--- src/rtl/if_fetch_pkg.sv ---
// rtl/if_fetch_pkg.sv - shared MIPS fetch-stage state encoding, defaults and PC helper
package if_fetch_pkg;

    typedef enum logic [1:0] {
        IDLE  = 2'd0,
        REQ   = 2'd1,
        HOLD  = 2'd2,
        DRAIN = 2'd3
    } fetch_state_t;

    localparam logic [31:0] NOP_INST_DEF = 32'h0000_0000;
    localparam logic [31:0] RESET_PC_DEF = 32'h0000_0000;

    function automatic logic [31:0] pc_next(input logic [31:0] pc);
        return pc + 32'd4;
    endfunction

endpackage

--- src/rtl/if_fetch_buf.sv ---
// rtl/if_fetch_buf.sv - 1-entry holding register for a word fetched while the stage is stalled
module if_fetch_buf
    import if_fetch_pkg::*;
(
    input  logic        clk,
    input  logic        rst,
    input  logic        load,
    input  logic        clear,
    input  logic        drop,
    input  logic [31:0] data_in,
    input  logic [31:0] pc_in,
    output logic [31:0] data,
    output logic [31:0] pc,
    output logic        valid
);

    always_ff @(posedge clk or negedge rst) begin
        if (!rst) begin
            data  <= NOP_INST_DEF;
            pc    <= RESET_PC_DEF;
            valid <= 1'b0;
        end else if (drop) begin
            valid <= 1'b0;
        end else if (load) begin
            data  <= data_in;
            pc    <= pc_in;
            valid <= 1'b1;
        end else if (clear) begin
            valid <= 1'b0;
        end
    end

endmodule

--- src/rtl/if_fetch_stage.sv ---
// rtl/if_fetch_stage.sv - MIPS IF stage: PC, imem req/ack FSM, IF/ID register; optional IF_ALIGN_CHECK_EN
module if_fetch_stage
    import if_fetch_pkg::*;
#(
    parameter logic [31:0] RESET_PC = RESET_PC_DEF,
    parameter logic [31:0] NOP_INST = NOP_INST_DEF
) (
    input  logic        clk,
    input  logic        rst,
    input  logic        if_rst,
    input  logic        if_en,
    input  logic        redirect_en,
    input  logic [31:0] redirect_pc,
    output logic        imem_req,
    output logic [31:0] imem_addr,
    input  logic        imem_ack,
    input  logic [31:0] imem_data,
    output logic [31:0] inst,
    output logic [31:0] inst_pc,
    output logic [31:0] inst_pc_4,
`ifdef IF_ALIGN_CHECK_EN
    output logic        if_misaligned,
`endif
    output logic        if_valid
);

    fetch_state_t state, state_nx;
    logic [31:0]  pc, drain_addr, redir_target, redirect_pc_al;
    logic [31:0]  buf_data, buf_pc;
    logic         buf_valid;
    logic         redir, redir_bad, parked_d, ack_req, hold_rel, word_rdy;
    fetch_state_t redir_state;

    // if_rst is handled as a redirect to RESET_PC that also wins over redirect_en
    assign redir        = if_rst | redirect_en;
    assign redir_target = if_rst ? RESET_PC : redirect_pc_al;

`ifdef IF_ALIGN_CHECK_EN
    logic parked;

    assign redirect_pc_al = redirect_pc;
    assign redir_bad      = redirect_en & ~if_rst & (|redirect_pc[1:0]);
    assign parked_d       = redir ? redir_bad : parked;

    always_ff @(posedge clk or negedge rst) begin
        if (!rst) begin
            parked        <= 1'b0;
            if_misaligned <= 1'b0;
        end else begin
            parked <= parked_d;
            if (if_rst)
                if_misaligned <= 1'b0;
            else if (redir_bad)
                if_misaligned <= 1'b1;
        end
    end
`else
    assign redirect_pc_al = redirect_pc & 32'hFFFF_FFFC;
    assign redir_bad      = 1'b0;
    assign parked_d       = redir_bad;
`endif

    assign redir_state = parked_d ? HOLD : REQ;
    assign ack_req     = (state == REQ) & imem_ack;
    assign hold_rel    = (state == HOLD) & if_en & buf_valid;
    assign word_rdy    = ack_req | ((state == HOLD) & buf_valid);

    always_ff @(posedge clk or negedge rst) begin
        if (!rst)
            state <= IDLE;
        else
            state <= state_nx;
    end

    always_comb begin
        state_nx = state;
        case (state)
            IDLE:  state_nx = redir ? redir_state : REQ;
            REQ: begin
                if (redir)
                    state_nx = imem_ack ? redir_state : DRAIN;
                else if (imem_ack && !if_en)
                    state_nx = HOLD;
            end
            HOLD: begin
                if (redir)
                    state_nx = redir_state;
                else if (hold_rel)
                    state_nx = REQ;
            end
            DRAIN: begin
                if (imem_ack)
                    state_nx = redir_state;
            end
            default: state_nx = IDLE;
        endcase
    end

    always_comb begin
        imem_req  = 1'b0;
        imem_addr = pc;
        case (state)
            REQ:   imem_req = 1'b1;
            DRAIN: begin
                imem_req  = 1'b1;
                imem_addr = drain_addr;
            end
            default: ;
        endcase
    end

    // drain_addr tracks the outstanding address so DRAIN keeps it stable after pc moves
    always_ff @(posedge clk or negedge rst) begin
        if (!rst) begin
            pc         <= RESET_PC;
            drain_addr <= RESET_PC;
        end else begin
            if (state == REQ)
                drain_addr <= pc;
            if (redir)
                pc <= redir_target;
            else if ((ack_req && if_en) || hold_rel)
                pc <= pc_next(pc);
        end
    end

    if_fetch_buf u_buf (
        .clk     (clk),
        .rst     (rst),
        .load    (ack_req & ~if_en & ~redir),
        .clear   (hold_rel & ~redir),
        .drop    (redir),
        .data_in (imem_data),
        .pc_in   (pc),
        .data    (buf_data),
        .pc      (buf_pc),
        .valid   (buf_valid)
    );

    always_ff @(posedge clk or negedge rst) begin
        if (!rst) begin
            inst      <= NOP_INST;
            inst_pc   <= 32'd0;
            inst_pc_4 <= 32'd0;
            if_valid  <= 1'b0;
        end else if (if_rst) begin
            inst      <= NOP_INST;
            inst_pc   <= 32'd0;
            inst_pc_4 <= 32'd0;
            if_valid  <= 1'b0;
        end else if (if_en) begin
            if (redirect_en || !word_rdy) begin
                inst     <= NOP_INST;
                if_valid <= 1'b0;
            end else if (state == HOLD) begin
                inst      <= buf_data;
                inst_pc   <= buf_pc;
                inst_pc_4 <= pc_next(buf_pc);
                if_valid  <= 1'b1;
            end else begin
                inst      <= imem_data;
                inst_pc   <= pc;
                inst_pc_4 <= pc_next(pc);
                if_valid  <= 1'b1;
            end
        end
    end

endmodule

--- config.mk ---
export PLATFORM = sky130hd
export DESIGN_NAME = if_fetch_stage
export DESIGN_NICKNAME = d
export VERILOG_FILES = /design/src/rtl/if_fetch_pkg.sv /design/src/rtl/if_fetch_buf.sv /design/src/rtl/if_fetch_stage.sv
export SDC_FILE = /design/constraint.sdc
export NUM_CORES = 1
export LEC_CHECK = 0
export ABC_AREA = 1
export CORE_AREA = 2 2 162 244
export CTS_CLUSTER_SIZE = 16
export DETAILED_ROUTE_END_ITERATION = 6
export DIE_AREA = 0 0 164 246
export SLEW_MARGIN = 30
export SYNTH_ARGS = -nofsm -noshare
export SYNTH_HDL_FRONTEND = slang
export SYNTH_SLANG_ARGS = --single-unit
--- constraint.sdc ---
create_clock -name clk -period 2.77 [get_ports clk]
set_input_delay 0.554 -clock clk [delete_from_list [all_inputs] [get_ports clk]]
set_output_delay 0.554 -clock clk [all_outputs]
set_load 0.1 [all_outputs]
==> results.toml <==
[synthesis]
synth.most_common_cell = "nand2_1"
yosysTopAreaCellShare = 0.4825
synth_common_cells = "nand2_1 (469), dfrtp_1 (219), o21ai_0 (176)"
syn_area_per_cell_um2 = 7.521
synth_edf_count = 0
synth.area.top_cells = "dfrtp_1 (48%), nand2_1 (16%), o21ai_0 (7.8%), nor2_1 (5.2%), nand3_1 (4.1%)"
synthCells = 1510
async_reset_ff_frac = 1.000
syn_area_um2 = 11360
yosys_warnings = 0
synth_top_cell_by_area = "dfrtp_1"
synth_flop_cell = "dfrtp_1"
ys_ff_latch = 219
ys_types = 33
yosysSeqAreaShare = 0.4825

[layout]
final_util = 0.3845
layout-drive-gt1-share = 0.1320
fin_cells = 2192
nets = 1752
diodes = 0
syn_to_final_growth_pct = 29.36
fin_area_um2 = 14690

[drt]
routedWlPerCell_um = 17.21
vias = 10630
drcViolationCount = 0
via_per_inst = 4.848
drt_iter0_drc = 715
drt-total-wl_mm = 37.73
ant_nets = 0
drt_pass1_iterations = 5

[critical_path]
max_stage_delay_ns = 0.48
end_kind = "primary output"
crit_family = "buffers and inverters"
critPathLaunchType = "flip-flop"
crit_fanout = 42
critPathLaunch = "state[0]$_DFFE_PN0P_"
path_buf_inv = 3
critPathRequiredTime_ns = 2.22
crit_slowest_cell = "o21ai_0"
cp.arrival_ns = 2.13
r2r_setup_slack_ns = 0.69
path_class = "reg2out"
crit_chain = "nand2_1, clkinv_1, buf_4, o21ai_0, buf_12"
r2r_start = "pc[2]$_DFFE_PN0P_"

[hold_path]
hold_path.class = "reg2reg"
min-delay-start = "inst_pc_4[2]$_DFFE_PN0P_"

[sta]
slew_headroom = 0.6235
skew_ns = 0.02488
drv_slew = 0
hold_viol = 0
tns_ns = 0
rsz0062_at_grt = "true"
final-setup-viol-count = 0
fin_crit_ns = 2.686
fmax_mhz = 372.3
finalCritPeriodShare = 0.9698
tightest_slew_ns = 0.5647

[placed_design]
dpl_cell_area_um2 = 13900
place_congestion = 0.9440
port_buffers = 195
hpwl_mm = 28.29
placed_cells = 2148

[clock_network]
clk_pin_slew_worst_paths_ns = 0.07
htreeDepth = 1
post_cts_buffers = 0
cts-resized-gates = 0
cts_root_buffer = "clkbuf_16"
cts_tree = "done"
clockBufferDepth = 3
clock-sinks = 219
clkLatencyLatePin_ns = 0.55
cts_made_buffers = 24

[power_and_ir_drop]
pwr-share-seq = 0.373
p_leak_nw = 6.929
share_comb_of_total_power = 0.344
vdd_drop_max_uv = 686.4
p_int_mw = 6.849
swShare = 0.3979
switchingPower_mw = 4.526
powerDensity_nw_per_um2 = 774.2
clkPwrFrac = 0.283

[global_route]
grt_pass1_wl_mm = 58.92
grt_max_degree = 65
grtUsageTotal = 0.1882
antenna_found_initial = 0
grt-ovfl-total = 0
grt_pass1_vias = 10330

[die]
die_area_um2 = 40340
ios = 200
fp.coreArea_um2 = 38210
initial_utilization = 0.2973
rows = 88
die_w_um = 164
die_height_um = 246

[job]
maxCapViolations = 0

[status]
status = "finished, final reports clean"
-- repair_timing --
| action | CTS | global route |
|---|---|---|
| endpoints found under the hold margin | 53 | 0 |
| hold buffers | 1 | 0 |
| setup endpoints to repair | 0 | 5 |
-- worst paths after layout --
check                                                  to  depth (start not counted)
worst max-delay path                        imem_addr[31]                          5
worst min-delay path             inst_pc_4[2]$_DFFE_PN0P_                          2
worst max register to register  inst_pc_4[18]$_DFFE_PN0P_                         10
worst min register to register   inst_pc_4[2]$_DFFE_PN0P_                          2
max in group asynchronous       inst_pc_4[23]$_DFFE_PN0P_                          3
min in group asynchronous       inst_pc_4[20]$_DFFE_PN0P_                          2
-- area by class of cell --
class	instances	area, µm²
Inverter	113	424.2
Multi-Input combinational cell	1094	5059
Clock buffer	37	709.4
Clock inverter	6	75.07
Fill cell	3922	23520
Tap cell	495	619.3
Sequential cell	219	5480
Timing Repair Buffer	228	2325
-- tightest hold or removal path: cells and delay by family, from the launching register on --
family           cells  cell delay, ns
DFF                  1            0.34
and+or+nand+nor      2            0.11
-- routing by layer --
metal | part of all wire | track usage
met4 | 0.041 | 0.07482
met3 | 0.063 | 0.03805
met5 | 0 | 0
met1 | 0.40 | 0.2241
met2 | 0.49 | 0.3296
-- per-stage QoR --
step / total power, mW / hold WS (ns) / setup slack [ns]
finish: 11.37 / 0.4748 / 0.08371
global route: 11.97 / 0.5004 / -0.04484
CTS: 11.51 / 0.4809 / 0.04437
detailed placement: 8.232 / 0.4651 / 0.4064
global placement: 8.167 / 0.4614 / 0.4597
floorplan: 6.751 / 0.2584 / -0.6934
-- kinds of logic after synthesis --
| family | after synthesis | share of synthesized area |
|---|---|---|
| compound gates | 316 | 0.1558 |
| buf+inv | 198 | 0.07348 |
| xor+xnor | 16 | 0.01234 |
| flops | 219 | 0.4825 |
| mux | 1 | 0.0008814 |
| other cells | 1 | 0.0003302 |
| simple gates | 757 | 0.2724 |
| fa+ha+maj | 2 | 0.002203 |
-- power groups by stage --
stage | Sequential (mW) | Clock [mW] | Combinational (mW)
after floorplan | 4.43 | 0 | 2.32
final | 4.25 | 3.22 | 3.91
after global placement | 4.27 | 0 | 3.90
after detailed placement | 4.29 | 0 | 3.94
after global routing | 4.32 | 3.43 | 4.22
after CTS | 4.24 | 3.32 | 3.95
-- registers in the layout, summed over array words and instances (netlist names) --
signal,flops
u_buf.valid,1
if_valid,1
inst,32
inst_pc,31
inst_pc_4,30
drain_addr,30
u_buf.pc,30
pc,30
u_buf.data,32
state,2
-- cells in the final DEF, fill, tap and decap left out, drive strengths merged, types with 37 or more instances in the layout --
master         instances
nand3                 98
nand2                474
dfrtp                219
buf                  161
clkbuf                37
o21ai                215
a21oi                 55
clkdlybuf4s50         66
inv                  112
nor2                 165
Note: power is estimated with default switching activity, not from simulation.
